### src/rtl/audio_pwm_pkg.sv
// Shared definitions for the multi-channel audio PWM engine: default
// parameter values, the per-channel gain ramp direction, and the helper
// functions used by the channel datapath.
package audio_pwm_pkg;

  localparam int unsigned DEF_CHANNELS  = 2;
  localparam int unsigned DEF_SAMPLE_W  = 16;
  localparam int unsigned DEF_GAIN_W    = 16;
  localparam int unsigned DEF_PWM_W     = 7;
  localparam int unsigned DEF_RAMP_STEP = 256;

  // Helper operands are carried in fixed wide containers; callers cast the
  // result back to their own width. Gains are limited to 32 bits and scaled
  // samples to 64 bits by these containers.
  localparam int unsigned RAMP_FN_W = 33;
  localparam int unsigned OB_FN_W   = 64;

  // Direction of the gain ramp for one channel at a sample strobe.
  typedef enum logic [1:0] {
    RAMP_HOLD = 2'd0,
    RAMP_UP   = 2'd1,
    RAMP_DOWN = 2'd2
  } ramp_state_e;

  // Two's-complement to offset binary: flip the sign bit of a w-bit value.
  function automatic logic [OB_FN_W-1:0] to_offset_binary(
    input logic [OB_FN_W-1:0] y,
    input int unsigned        w
  );
    return y ^ (OB_FN_W'(1) << (w - 1));
  endfunction

  // One ramp step towards the target, clamped so it never overshoots.
  // The container is one bit wider than any gain, so g + step cannot wrap.
  function automatic logic [RAMP_FN_W-1:0] sat_step(
    input logic [RAMP_FN_W-1:0] g,
    input logic [RAMP_FN_W-1:0] t,
    input logic [RAMP_FN_W-1:0] step,
    input ramp_state_e          dir
  );
    logic [RAMP_FN_W-1:0] r;
    r = g;
    case (dir)
      RAMP_UP: begin
        r = g + step;
        if (r > t) r = t;
      end
      RAMP_DOWN: begin
        r = (g > t + step) ? (g - step) : t;
      end
      default: r = g;
    endcase
    return r;
  endfunction

endpackage

### src/rtl/audio_pwm_channel.sv
// One audio channel: sample capture, click-free gain ramp, sign/magnitude
// scaling, error-feedback quantizer and PWM comparator.
//
// Ports:
//   Clk, nReset  - clock, synchronous active-low reset
//   Sample_Ena   - sample-rate strobe (capture + ramp step)
//   Frame_Ena    - frame-rate strobe (quantizer update)
//   Audio        - signed PCM sample for this channel
//   Volume       - target gain for this channel
//   Mute         - forces the target gain to 0
//   Active       - PWM output enable
//   Count        - shared frame counter
//   PWM          - registered PWM output
//   Level        - registered quantized level
//   Gain_Zero_c  - combinational: current gain is 0
module audio_pwm_channel
  import audio_pwm_pkg::*;
#(
  parameter int unsigned SAMPLE_W  = DEF_SAMPLE_W,
  parameter int unsigned GAIN_W    = DEF_GAIN_W,
  parameter int unsigned PWM_W     = DEF_PWM_W,
  parameter int unsigned RAMP_STEP = DEF_RAMP_STEP
) (
  input  logic                Clk,
  input  logic                nReset,
  input  logic                Sample_Ena,
  input  logic                Frame_Ena,
  input  logic [SAMPLE_W-1:0] Audio,
  input  logic [GAIN_W-1:0]   Volume,
  input  logic                Mute,
  input  logic                Active,
  input  logic [PWM_W:0]      Count,
  output logic                PWM,
  output logic [PWM_W-1:0]    Level,
  output logic                Gain_Zero_c
);

  localparam int unsigned Y_W = SAMPLE_W + GAIN_W;
  localparam int unsigned E_W = Y_W - PWM_W;

  logic                s_q;
  logic [SAMPLE_W-1:0] a_q;
  logic [GAIN_W-1:0]   g_q;
  logic [GAIN_W-1:0]   g_lag_q;
  logic                cap_d1_q;
  logic                cap_d2_q;
  logic                s_p_q;
  logic [Y_W-1:0]      p_q;
  logic [Y_W-1:0]      y_q;
  logic [E_W-1:0]      e_q;
  logic [PWM_W-1:0]    level_q;
  logic                pwm_q;

  ramp_state_e         ramp_c;
  logic [GAIN_W-1:0]   target_c;
  logic [GAIN_W-1:0]   g_next_c;
  logic [SAMPLE_W-1:0] mag_c;
  logic [Y_W-1:0]      u_c;
  logic [Y_W:0]        acc_c;

  // Ramp decision, sample magnitude and quantizer sum.
  always_comb begin
    target_c = Mute ? '0 : Volume;
    ramp_c   = RAMP_HOLD;
    if (g_q < target_c)      ramp_c = RAMP_UP;
    else if (g_q > target_c) ramp_c = RAMP_DOWN;
    g_next_c = GAIN_W'(sat_step(RAMP_FN_W'(g_q), RAMP_FN_W'(target_c),
                                RAMP_FN_W'(RAMP_STEP), ramp_c));
    // The most negative sample maps to 2^(SAMPLE_W-1), which still fits unsigned.
    mag_c    = Audio[SAMPLE_W-1] ? (~Audio + SAMPLE_W'(1)) : Audio;
    u_c      = Y_W'(to_offset_binary(OB_FN_W'(y_q), Y_W));
    acc_c    = {1'b0, u_c} + {{(PWM_W + 1){1'b0}}, e_q};
  end

  // Capture -> multiply (t+1) -> sign restore (t+2); quantizer on frames.
  always_ff @(posedge Clk) begin
    if (!nReset) begin
      s_q      <= 1'b0;
      a_q      <= '0;
      g_q      <= '0;
      g_lag_q  <= '0;
      cap_d1_q <= 1'b0;
      cap_d2_q <= 1'b0;
      s_p_q    <= 1'b0;
      p_q      <= '0;
      y_q      <= '0;
      e_q      <= '0;
      level_q  <= '0;
      pwm_q    <= 1'b0;
    end else begin
      cap_d1_q <= Sample_Ena;
      cap_d2_q <= cap_d1_q;

      if (Sample_Ena) begin
        s_q     <= Audio[SAMPLE_W-1];
        a_q     <= mag_c;
        // The product uses the gain in force before this strobe's step.
        g_lag_q <= g_q;
        g_q     <= g_next_c;
      end

      if (cap_d1_q) begin
        p_q   <= Y_W'(a_q) * Y_W'(g_lag_q);
        s_p_q <= s_q;
      end

      if (cap_d2_q) begin
        y_q <= s_p_q ? (~p_q + Y_W'(1)) : p_q;
      end

      // A carry means the level would exceed full scale: pin it and keep
      // the residual error so the next frame is not disturbed.
      if (Frame_Ena) begin
        if (acc_c[Y_W]) begin
          level_q <= '1;
        end else begin
          level_q <= acc_c[Y_W-1 -: PWM_W];
          e_q     <= acc_c[E_W-1:0];
        end
      end

      pwm_q <= Active & ({1'b0, level_q} > Count);
    end
  end

  assign PWM         = pwm_q;
  assign Level       = level_q;
  assign Gain_Zero_c = (g_q == '0);

endmodule

### src/rtl/audio_pwm_engine.sv
// Multi-channel scale-and-PWM audio output engine. Instantiates one
// audio_pwm_channel per channel and owns the shared frame counter and the
// all-channels-silent (Muted) flag.
//
// Ports:
//   Clk, nReset  - clock, synchronous active-low reset
//   Sample_Ena   - one-cycle strobe at the sample rate
//   Frame_Ena    - one-cycle strobe at the PWM frame rate
//   Audio        - packed signed samples, channel 0 in the LSBs
//   Volume       - packed target gains, channel 0 in the LSBs
//   Mute         - ramps every channel's gain to 0
//   Active       - PWM output enable (pins only)
//   PWM          - one registered PWM output per channel
//   Level        - packed registered quantized levels
//   Muted        - registered: every channel's gain is 0
module audio_pwm_engine
  import audio_pwm_pkg::*;
#(
  parameter int unsigned CHANNELS  = DEF_CHANNELS,
  parameter int unsigned SAMPLE_W  = DEF_SAMPLE_W,
  parameter int unsigned GAIN_W    = DEF_GAIN_W,
  parameter int unsigned PWM_W     = DEF_PWM_W,
  parameter int unsigned RAMP_STEP = DEF_RAMP_STEP
) (
  input  logic                         Clk,
  input  logic                         nReset,
  input  logic                         Sample_Ena,
  input  logic                         Frame_Ena,
  input  logic [CHANNELS*SAMPLE_W-1:0] Audio,
  input  logic [CHANNELS*GAIN_W-1:0]   Volume,
  input  logic                         Mute,
  input  logic                         Active,
  output logic [CHANNELS-1:0]          PWM,
  output logic [CHANNELS*PWM_W-1:0]    Level,
  output logic                         Muted
);

  localparam int unsigned CNT_W = PWM_W + 1;

  logic [CNT_W-1:0]    count_q;
  logic                muted_q;
  logic [CHANNELS-1:0] gain_zero_c;

  // Frame counter restarts each frame and saturates, so an overlong frame
  // holds every output low instead of wrapping into a second pulse.
  always_ff @(posedge Clk) begin
    if (!nReset) begin
      count_q <= '0;
      muted_q <= 1'b1;
    end else begin
      if (Frame_Ena)            count_q <= '0;
      else if (count_q != '1)   count_q <= count_q + CNT_W'(1);
      muted_q <= &gain_zero_c;
    end
  end

  assign Muted = muted_q;

  for (genvar c = 0; c < CHANNELS; c++) begin : g_ch
    audio_pwm_channel #(
      .SAMPLE_W  (SAMPLE_W),
      .GAIN_W    (GAIN_W),
      .PWM_W     (PWM_W),
      .RAMP_STEP (RAMP_STEP)
    ) u_ch (
      .Clk         (Clk),
      .nReset      (nReset),
      .Sample_Ena  (Sample_Ena),
      .Frame_Ena   (Frame_Ena),
      .Audio       (Audio[c*SAMPLE_W +: SAMPLE_W]),
      .Volume      (Volume[c*GAIN_W +: GAIN_W]),
      .Mute        (Mute),
      .Active      (Active),
      .Count       (count_q),
      .PWM         (PWM[c]),
      .Level       (Level[c*PWM_W +: PWM_W]),
      .Gain_Zero_c (gain_zero_c[c])
    );
  end

endmodule

### config.mk
export PLATFORM = sky130hd
export DESIGN_NAME = audio_pwm_engine
export DESIGN_NICKNAME = d
export VERILOG_FILES = /design/src/rtl/audio_pwm_pkg.sv /design/src/rtl/audio_pwm_channel.sv /design/src/rtl/audio_pwm_engine.sv
export SDC_FILE = /design/constraint.sdc
export NUM_CORES = 2
export LEC_CHECK = 0
export ABC_CLOCK_PERIOD_IN_PS = 15700
export BUFFER_PORTS_ARGS = -buffer_cell sky130_fd_sc_hd__buf_2
export CORE_MARGIN = 5
export CORE_UTILIZATION = 65
export CTS_BUF_LIST = sky130_fd_sc_hd__clkbuf_8
export DETAILED_ROUTE_END_ITERATION = 6
export MAX_ROUTING_LAYER = met4
export PLACE_DENSITY = 0.81
export SYNTH_ARGS = -nofsm -noshare
export SYNTH_HDL_FRONTEND = slang
export SYNTH_SLANG_ARGS = --single-unit
### constraint.sdc
create_clock -name Clk -period 15.7 [get_ports Clk]
set_input_delay 3.14 -clock Clk [delete_from_list [all_inputs] [get_ports Clk]]
set_output_delay 3.14 -clock Clk [all_outputs]
set_load 0.005 [all_outputs]
==> metrics.csv <==
metric,value,unit
core area,53600,sq um
clock tree root driver cell,clkbuf_8,
post-synthesis xor/xnor area fraction,0.0546,
Post-Layout Cell Count,4823,
Antenna Nets Post-Route,0,
# IOs,87,
max-cap violation count,0,
type of destination of the critical path,flip-flop,
Hold Fails Final Rpt,0,
TritonCTS Sinks,305,
"EDFF count, synth",0,
first-pass GRT wire length,140,mm
"most used cell, CP",a21oi_1,
Skew-Pair Late Insertion Delay,670,ps
Worst Hold Class,reg -> reg,
CP max FO,30,
CTS Buffer Depth,3,
"FFs w/ async S/R, synth",0,
DRT Wirelength,81.4,mm
Vias/cell,5.84,
TritonCTS buffer count,54,
Fillers,4351,
nets,4893,
"Arr. time, crit path",7840,ps
"Setup violations, final",0,
"Net Count, Synth",4919,
RSZ-0062 raised after global routing,false,
top_reg_cell synth,dfxtp_1,
initial antenna violation count,1,
startpoint types,primary input,
Std-Cell Rows,85,
Port Buffer Count,86,
final slew viol count,0,
GPL Wtd Cong,0.940,
Max Fclk,137,MHz
area share of the largest cell type after synthesis,0.223,
CP cell instances,buf_2 > inv_1 > nand2_1 > ha_1 > a2111oi_0 > o21ai_0 > a21oi_1 > a21oi_1 > a21oi_1 > nand3_1 > or2_2 > a21oi_1,
WL per Instance,16.9,um
HPWL Detailed,60.3,mm
area grow syn2layout,5.57,%
Synth Area in Simple Gates,0.184,
PostCTS Resize Cnt,0,
PwrDens,61.1,nW/um^2
DRT iter0 DRCs,1585,
Pleak,18.0,nW
DIE AREA,58500,sq um
"Avg Cell Area, Syn",8.51,sq um
Synth Cell Area,35000,sq um
kind of critical path,in -> reg,
Yosys warnings,0,
htree depth,2,
worst path required time,16260,ps
postcts setup bufs,0,
status,"finished, final reports clean",
DIE WIDTH,242,um
Worst path slowest cell,a21oi_1,
global route total overflow,0,
layout cells sized above 1,0.0545,
post-synthesis mux area share,0.0424,
dominant cell type by area after synthesis,fa_1,
Hold Buf Count CTS,0,
worst hold slack,474,ps
Initial Util,0.653,
DRC errors left,0,
post-synthesis register bit count,305,
skew final,44.7,ps
Slew @ Worst Pin,1200,ps
CTS tree,done,
Final Cycle Share,0.464,
"slowest stage delay, CP",920,ps
Fin Setup TNS,0,ps
Synth Area in Adders,0.349,
vias in the first global route,28669,
largest family of logic cells by synthesized area,adder cells,
clock-pin slew on the worst setup and hold paths,60,ps
Peak supply drop,0.0819,mV
compound-cell area share of the yosys netlist,0.118,
Cell variety after synth,76,
slew margin rel.,0.203,
dpl cells,4722,
pin count of the biggest net entering global routing,161,
Syn Inst Count,4108,
Final min period,7280,ps
DR vias,28161,
Die Ht,242,um
Synth area leaders,"fa_1 (22%), dfxtp_1 (17%), ha_1 (13%)",
sequential-to-total area share from yosys stat,0.175,
Global Route Usage Sum,0.289,
Pre-Repair DR Iteration Count,6,
## flip-flops by register name, indices dropped and copies added (netlist names)
register,count
g_ch.u_ch.s_q,2
g_ch.u_ch.s_p_q,2
g_ch.u_ch.p_q,64
g_ch.u_ch.y_q,64
g_ch.u_ch.PWM,2
g_ch.u_ch.cap_d1_q,1
g_ch.u_ch.g_q,32
Muted,1
g_ch.u_ch.g_lag_q,32
g_ch.u_ch.cap_d2_q,1
g_ch.u_ch.Level,14
g_ch.u_ch.e_q,50
count_q,8
g_ch.u_ch.a_q,32
## layer usage
metal | GRT usage | vias up | part of all wire
li1 | - | 13465 | -
met1 | 0.355 | 13671 | 0.42
met2 | 0.496 | 797 | 0.49
met3 | 0.0361 | 228 | 0.049
met4 | 0.104 | 0 | 0.037
met5 | - | - | 0
## cell type report
class	count	area [sq um]	share of cell area
Clock inverter	34	318	0.00861
Timing Repair Buffer	95	500	0.0136
Sequential cell	305	6110	0.166
Tap cell	696	871	0.0236
Inverter	541	2040	0.0552
Clock buffer	66	908	0.0246
Multi-Input combinational cell	3085	26200	0.709
Antenna cell	1	2.50	0.0000678
## where the power goes
part	leakage (nW)	total, mW	internal, mW	switching (mW)
combinational	14.9	0.502	0.211	0.290
clock	0.692	0.837	0.481	0.355
sequential	2.49	0.916	0.813	0.103
## cells by family (layout without fill, tap and decap cells)
logic type / after synthesis / after routing
xor+xnor: 218 / 218
mux: 148 / 148
other cells: 0 / 1
compound gates: 630 / 630
flops: 305 / 305
buf+inv: 718 / 736
simple gates: 1348 / 1348
fa+ha+maj: 741 / 741
## worst max-delay path: cells and delay by family
kind / cells / cell delay [ps]
AND/OR/NAND/NOR: 3 / 1550
adder cells (fa/ha/maj): 1 / 320
buffers and inverters: 2 / 940
AO/OA/AOI/OAI: 6 / 1880
## placed cells by master (no fill, tap or decap), types with 20 or more instances in the layout
cell type | netlist | final
nor2_1 | 335 | 335
ha_1 | 351 | 351
a21oi_1 | 158 | 158
nor3_1 | 41 | 41
o21a_1 | 26 | 26
buf_2 | 7 | 85
nor2b_1 | 29 | 29
nand2_1 | 449 | 449
a211oi_1 | 101 | 101
inv_1 | 539 | 555
or3_1 | 20 | 20
fa_1 | 390 | 390
o21ai_0 | 123 | 123
xor2_1 | 105 | 105
nand4_1 | 33 | 33
and2_1 | 247 | 247
a31oi_1 | 21 | 21
nand3_1 | 79 | 79
mux2i_1 | 148 | 148
dfxtp_1 | 305 | 303
a21o_1 | 62 | 62
xnor2_1 | 113 | 113
clkbuf_8 | 0 | 66
o31ai_1 | 24 | 24
and3_1 | 22 | 21
## final timing paths
| check | cells past startpoint | end | slack [ps] | start |
|---|---|---|---|---|
| setup / recovery | 12 | g_ch[0].u_ch.g_q[1] | 8420 | Mute |
| hold / removal | 2 | g_ch[0].u_ch.e_q[15] | 470 | g_ch[0].u_ch.e_q[15] |
| setup reg to reg | 22 | g_ch[0].u_ch.p_q[29] | 8660 | g_ch[0].u_ch.a_q[5] |
| hold reg to reg | 2 | g_ch[0].u_ch.e_q[15] | 470 | g_ch[0].u_ch.e_q[15] |
## through the flow
step	area, sq um	util	power [mW]	setup slack (ps)
floorplan	35000	-	1.28	9230
global placement	35700	0.666	1.41	8010
detailed placement	35700	0.666	1.43	7880
CTS	36900	0.689	2.27	8580
global route	36900	0.689	2.39	8050
finish	36900	0.689	2.25	8420
## synthesized netlist by cell type (6+ instances only)
cell / number
a211o_1: 6
a211oi_1: 101
a21boi_0: 7
a21o_1: 62
a21oi_1: 158
a31oi_1: 21
and2_1: 247
and3_1: 22
and4_1: 9
buf_1: 12
buf_2: 7
clkbuf_1: 156
dfxtp_1: 305
fa_1: 390
ha_1: 351
inv_1: 539
mux2i_1: 148
nand2_1: 449
nand2b_1: 16
nand3_1: 79
nand4_1: 33
nor2_1: 335
nor2b_1: 29
nor3_1: 41
nor3b_1: 8
nor4_1: 13
o211ai_1: 18
o21a_1: 26
o21ai_0: 123
o21bai_1: 10
o221a_2: 6
o22ai_1: 6
o31ai_1: 24
o41ai_1: 10
or2_2: 19
or3_1: 20
or4_1: 10
xnor2_1: 113
xor2_1: 105
(Power assumes the default switching activity.)
